==> src/rtl/pcm_pkg.sv <==
// pcm_pkg: shared constants and arbiter state type for pcm_mem_arbiter
package pcm_pkg;
  localparam int PCM_NUM_CPU = 4;
  localparam int PCM_MEM_AW = 11;
  localparam int PCM_DW = 16;
  localparam int PCM_CPU_AW = 20;
  typedef enum logic [2:0] {IDLE, ISSUE, WAIT, DONE, HOST} arb_state_t;
endpackage

==> src/rtl/rr_pick4.sv <==
// rr_pick4: four-way round-robin pick, first requester after i_last wins
//   i_req   : request vector
//   i_last  : index granted most recently
//   o_idx   : chosen index, o_valid when any request is present
module rr_pick4 (
  input  logic [3:0] i_req,
  input  logic [1:0] i_last,
  output logic [1:0] o_idx,
  output logic       o_valid
);
  logic [1:0] w_start;
  logic [3:0] w_rot;
  logic [1:0] w_off;
  assign w_start = i_last + 2'd1;
  // rotate so bit 0 is the highest-priority requester
  assign w_rot = 4'({i_req, i_req} >> w_start);
  assign w_off = w_rot[0] ? 2'd0 : w_rot[1] ? 2'd1 : w_rot[2] ? 2'd2 : 2'd3;
  assign o_idx = w_start + w_off;
  assign o_valid = |i_req;
endmodule

==> src/rtl/pcm_mem_arbiter.sv <==
// pcm_mem_arbiter: round-robin arbiter of four CPUs onto the PCM RAM port, handed to the Nios host during init
//   cpu_*   : per-CPU level request/we/addr/wdata in, one-hot ready pulse and shared read data out
//   host_*  : Nios host port, passed straight to pcm_* while the host owns the RAM
//   pcm_*   : RAM port, read latency 1
//   oor_err : sticky, set by any CPU access beyond the RAM
module pcm_mem_arbiter
  import pcm_pkg::*;
#(
  parameter int NUM_CPU = PCM_NUM_CPU,
  parameter int AW      = PCM_CPU_AW,
  parameter int MEM_AW  = PCM_MEM_AW,
  parameter int DW      = PCM_DW
) (
  input  logic                  clk,
  input  logic                  reset,
  input  logic                  init,
  input  logic [NUM_CPU-1:0]    cpu_req,
  input  logic [NUM_CPU-1:0]    cpu_we,
  input  logic [NUM_CPU*AW-1:0] cpu_addr,
  input  logic [NUM_CPU*DW-1:0] cpu_wdata,
  output logic [NUM_CPU-1:0]    cpu_ready,
  output logic [DW-1:0]         cpu_rdata,
  output logic                  oor_err,
  input  logic [MEM_AW-1:0]     host_address,
  input  logic                  host_chipselect,
  input  logic                  host_clken,
  input  logic                  host_write,
  input  logic [DW-1:0]         host_writedata,
  input  logic [1:0]            host_byteenable,
  output logic [DW-1:0]         host_readdata,
  output logic [MEM_AW-1:0]     pcm_address,
  output logic                  pcm_chipselect,
  output logic                  pcm_clken,
  output logic                  pcm_write,
  output logic [DW-1:0]         pcm_writedata,
  output logic [1:0]            pcm_byteenable,
  input  logic [DW-1:0]         pcm_readdata
);
  arb_state_t r_state, w_next;
  logic [1:0] r_grant, r_last, w_pick;
  logic w_valid, w_we, w_oor, r_oor;
  logic [AW-1:0] w_addr;
  logic [DW-1:0] w_wdata, r_rdata;
  rr_pick4 u_pick (.i_req(cpu_req), .i_last(r_last), .o_idx(w_pick), .o_valid(w_valid));
  assign w_addr = cpu_addr[int'(r_grant)*AW +: AW];
  assign w_wdata = cpu_wdata[int'(r_grant)*DW +: DW];
  assign w_we = cpu_we[r_grant];
  assign w_oor = |w_addr[AW-1:MEM_AW];
  assign cpu_ready = (r_state == DONE) ? NUM_CPU'(1) << r_grant : '0;
  assign cpu_rdata = r_rdata;
  assign oor_err = r_oor;
  always_ff @(posedge clk or negedge reset)
    if (!reset) begin
      r_state <= IDLE;
      r_grant <= 2'd0;
      r_last <= 2'd3;
      r_rdata <= '0;
      r_oor <= 1'b0;
    end else begin
      r_state <= w_next;
      if (r_state == IDLE && !init && w_valid) r_grant <= w_pick;
      if (r_state == WAIT && !w_we) r_rdata <= w_oor ? '0 : pcm_readdata;
      if (r_state == WAIT && w_oor) r_oor <= 1'b1;
      if (r_state == DONE) r_last <= r_grant;
    end
  always_comb begin
    w_next = r_state;
    pcm_address = '0;
    pcm_chipselect = 1'b0;
    pcm_clken = 1'b0;
    pcm_write = 1'b0;
    pcm_writedata = '0;
    pcm_byteenable = 2'b00;
    host_readdata = '0;
    case (r_state)
      IDLE:    w_next = init ? HOST : w_valid ? ISSUE : IDLE;
      ISSUE: begin
        w_next = WAIT;
        pcm_address = w_addr[MEM_AW-1:0];
        pcm_chipselect = 1'b1;
        pcm_clken = 1'b1;
        pcm_write = w_we & ~w_oor;
        pcm_writedata = w_wdata;
        pcm_byteenable = 2'b11;
      end
      WAIT:    w_next = DONE;
      DONE:    w_next = IDLE;
      HOST: begin
        w_next = init ? HOST : IDLE;
        pcm_address = host_address;
        pcm_chipselect = host_chipselect;
        pcm_clken = host_clken;
        pcm_write = host_write;
        pcm_writedata = host_writedata;
        pcm_byteenable = host_byteenable;
        host_readdata = pcm_readdata;
      end
      default: w_next = IDLE;
    endcase
  end
endmodule

==> config.mk <==
export PLATFORM = sky130hd
export DESIGN_NAME = pcm_mem_arbiter
export DESIGN_NICKNAME = d
export VERILOG_FILES = /design/src/rtl/pcm_pkg.sv /design/src/rtl/rr_pick4.sv /design/src/rtl/pcm_mem_arbiter.sv
export SDC_FILE = /design/constraint.sdc
export NUM_CORES = 1
export LEC_CHECK = 0
export ABC_CLOCK_PERIOD_IN_PS = 3300
export CORE_AREA = 3 3 105 107
export DETAILED_ROUTE_END_ITERATION = 7
export DIE_AREA = 0 0 108 110
export GPL_TIMING_DRIVEN = 0
export PLACE_DENSITY = 0.73
export SYNTH_ARGS = -nofsm -noshare
export SYNTH_HDL_FRONTEND = slang
export SYNTH_HIERARCHICAL = 1
export SYNTH_SLANG_ARGS = --single-unit
==> constraint.sdc <==
create_clock -name clk -period 3.3 [get_ports clk]
set_clock_uncertainty 0.2 [all_clocks]
set_input_delay 0.495 -clock clk [delete_from_list [all_inputs] [get_ports clk]]
set_output_delay 0.495 -clock clk [all_outputs]
set_load 0.005 [all_outputs]
==> impl_metrics.py <==
metrics = {
    "final_layout": {
        "drive_gt1_share_pct": 14.2,
        "final_cells": 665,
        "final_core_util_pct": 54.4,
        "final_cell_mix": "clkdlybuf4s50_1 (270), nand2_1 (35), mux4_2 (28)",
        "final_nets": 732,
        "area_delta_synth_final_pct": 116,
        "final_common_cell": "clkdlybuf4s50_1",
        "fillers": 922,
    },
    "logic_synthesis": {
        "synth_warnings": 6,
        "ys_ff_latch": 24,
        "synth_fp_nets": 453,
        "synth_flop_cell": "dfrtp_1",
        "synth.distinct_cells": 39,
        "synth_edf_count": 0,
        "ys_seq_area_share_pct": 23.4,
        "synth_cells": 249,
        "avgSynthCellArea_um2": 10.4,
        "synthArstFlopShare_pct": 100,
        "synth_area_mm2": 0.00258,
    },
    "global_route": {
        "grt.overflow.total": 0,
        "antenna_found_initial": 3,
        "grtUsageTotal_pct": 22.2,
        "grt_pass1_vias": 3486,
        "grt_max_degree": 25,
        "grt_pass1_wl_mm": 20.2,
    },
    "timing": {
        "relSlewSlack_pct": 27.1,
        "worst_slew_pin_slew_ns": 1.09,
        "post-route-period-util_pct": 97.2,
        "worst_slack_ns": 0.0917,
        "timing_hold_violations_final": 0,
        "fmax_ghz": 0.312,
        "rsz0062_at_grt": "no",
        "slew_viol_final": 0,
        "period_needed_ns": 3.21,
        "setup_viol": 0,
    },
    "worst_setup_path": {
        "cp_data_required_time_ns": 2.60,
        "worstSetupStartpointType": "flip-flop",
        "path_class": "flip-flop to primary output",
        "end_kind": "primary output",
        "arrival_ns": 2.51,
        "r2r-start": "r_grant[1]$_DFFE_PN0P_",
        "crit_fanout": 11,
        "reg2reg_depth": 5,
        "worstSetupStartpoint": "r_grant[1]$_DFFE_PN0P_",
    },
    "floorplan": {
        "die_x_um": 108,
        "boundaryPins": 272,
        "die-area_mm2": 0.0119,
        "die_y_um": 110,
        "start_util_pct": 25.2,
        "core_area_mm2": 0.0102,
        "rows": 37,
    },
    "routing": {
        "drc": 0,
        "wl_per_cell_um": 21.2,
        "postRouteWirelength_mm": 14.1,
        "num_vias": 3413,
        "first_pass_iters": 4,
        "postRouteAntennaNets": 0,
        "drt_iter0_markers": 205,
        "vias_per_cell": 5.13,
    },
    "clocking": {
        "path_clk_slew_ns": 0.08,
        "htreeDepth": 1,
        "numCtsBuffers": 3,
        "cts_tree": "yes",
        "clockBufferDepth": 2,
        "cts_sinks": 24,
        "cts_root_buffer": "clkbuf_8",
        "clk_latency_ns": 0.27,
    },
    "placement": {
        "dp_cells": 656,
        "finalWeightedCongestion": 0.830,
        "place.detailed.hpwl_mm": 11.7,
        "place_ws_ns": -0.500,
        "port_buffers": 271,
    },
    "power": {
        "power_density_mw_per_mm2": 525,
        "leakagePower_uw": 0.00213,
        "p_total_uw": 2920,
        "peakVddDrop_mv": 0.229,
    },
    "min_path": {
        "min_path_cells": 2,
        "hp-class": "flip-flop to flip-flop",
        "hp-start": "cpu_rdata[13]$_DFFE_PN0P_",
    },
    "status": {
        "status": "complete, no violations",
    },
    "job": {
        "cap_violations": 0,
    },
}
stage by stage:
stage,setup TNS [ns],area [µm²],hold slack [ns]
after floorplan,0,2580,-0.000591
after global placement,-0.487,5460,0.265
after detailed placement,-0.500,5460,0.270
after CTS,0,5560,0.290
after global routing,0,5570,0.307
final,0,5570,0.291
where the power goes:
part / leakage, µW / total, µW / internal (µW) / switching [µW]
registers: 0.000312 / 479 / 389 / 90.2
clock network: 0.0000288 / 202 / 107 / 95.8
logic: 0.00179 / 2240 / 1270 / 969
total: 0.00213 / 2920 / 1770 / 1160
cells by family after synthesis:
| group | Yosys count | synth area share (%) |
|---|---|---|
| buffers and inverters | 32 | 5.96 |
| DFF | 24 | 23.4 |
| xor gates and xnor gates | 4 | 1.36 |
| adders and majority gates | 1 | 0.485 |
| AOI/OAI and AO/OA | 62 | 21.2 |
| muxes | 30 | 25.2 |
| and+or+nand+nor | 96 | 22.4 |
worst paths after layout:
kind                            slack [ns]                         to
worst min-delay path                  0.29  cpu_rdata[13]$_DFFE_PN0P_
worst max-delay path                  0.09          pcm_writedata[12]
min in group asynchronous             0.61   cpu_rdata[9]$_DFFE_PN0P_
max in group asynchronous             1.64     r_grant[1]$_DFFE_PN0P_
worst min register to register        0.29  cpu_rdata[13]$_DFFE_PN0P_
worst max register to register        0.91  cpu_rdata[12]$_DFFE_PN0P_
routing by layer:
layer	wire length (µm)	part of all wire, %	global-route usage (%)
met1	5200	37	25.1
met2	7400	52	41.9
met3	1240	8.8	5.42
met4	257	1.8	5.23
met5	12	0.085	0
cell usage after synthesis (all sizes together) (2+ instances only):
library cell  count  area [µm²]
nor3              7        40.0
o21ai             5        25.0
nand3             6        30.0
a21o              4        30.0
or4b              2        20.0
dfrtp            22         551
o31ai            12         140
nor3b             3        22.5
mux4             28         631
o2111ai          10        87.6
nor4              6        97.6
nand2            35         131
inv               5        18.8
mux2i             2        20.0
clkbuf           20        75.1
and3             17         106
xor2              2        17.5
buf               7        60.1
dfstp             2        52.6
nor2              7        26.3
a22o             27         236
xnor2             2        17.5
and2              2        12.5
or4               6        52.6
final cells by class:
class                   count  area, µm²  share of cell area (%)
diodes                      2       5.00                  0.0899
inverters                   5       18.8                   0.337
plain buffers              26        139                    2.50
repair buffers            275       2740                    49.2
well taps                 136        170                    3.06
multi-input cells         193       1840                    33.0
flip-flops and latches     24        603                    10.8
clock buffers               4       55.1                   0.989
sequential cells by signal, indices dropped and copies added (netlist names):
register / flops
cpu_rdata: 16
oor_err: 1
r_state: 3
r_grant: 2
r_last: 2
critical path, stage by stage (launching register included):
cell	delay (ns)
dfrtp_1	0.68
clkbuf_1	0.50
mux4_2	0.39
a22o_1	0.18
clkdlybuf4s50_1	0.49
timing repair:
item	4_1_cts	5_1_grt
endpoints found under the setup margin	31	19
pin swaps	4	1
resized for setup	7	8
buffers inserted	4	0
hold buffers	0	0
Note: power is estimated with default switching activity, not from simulation.
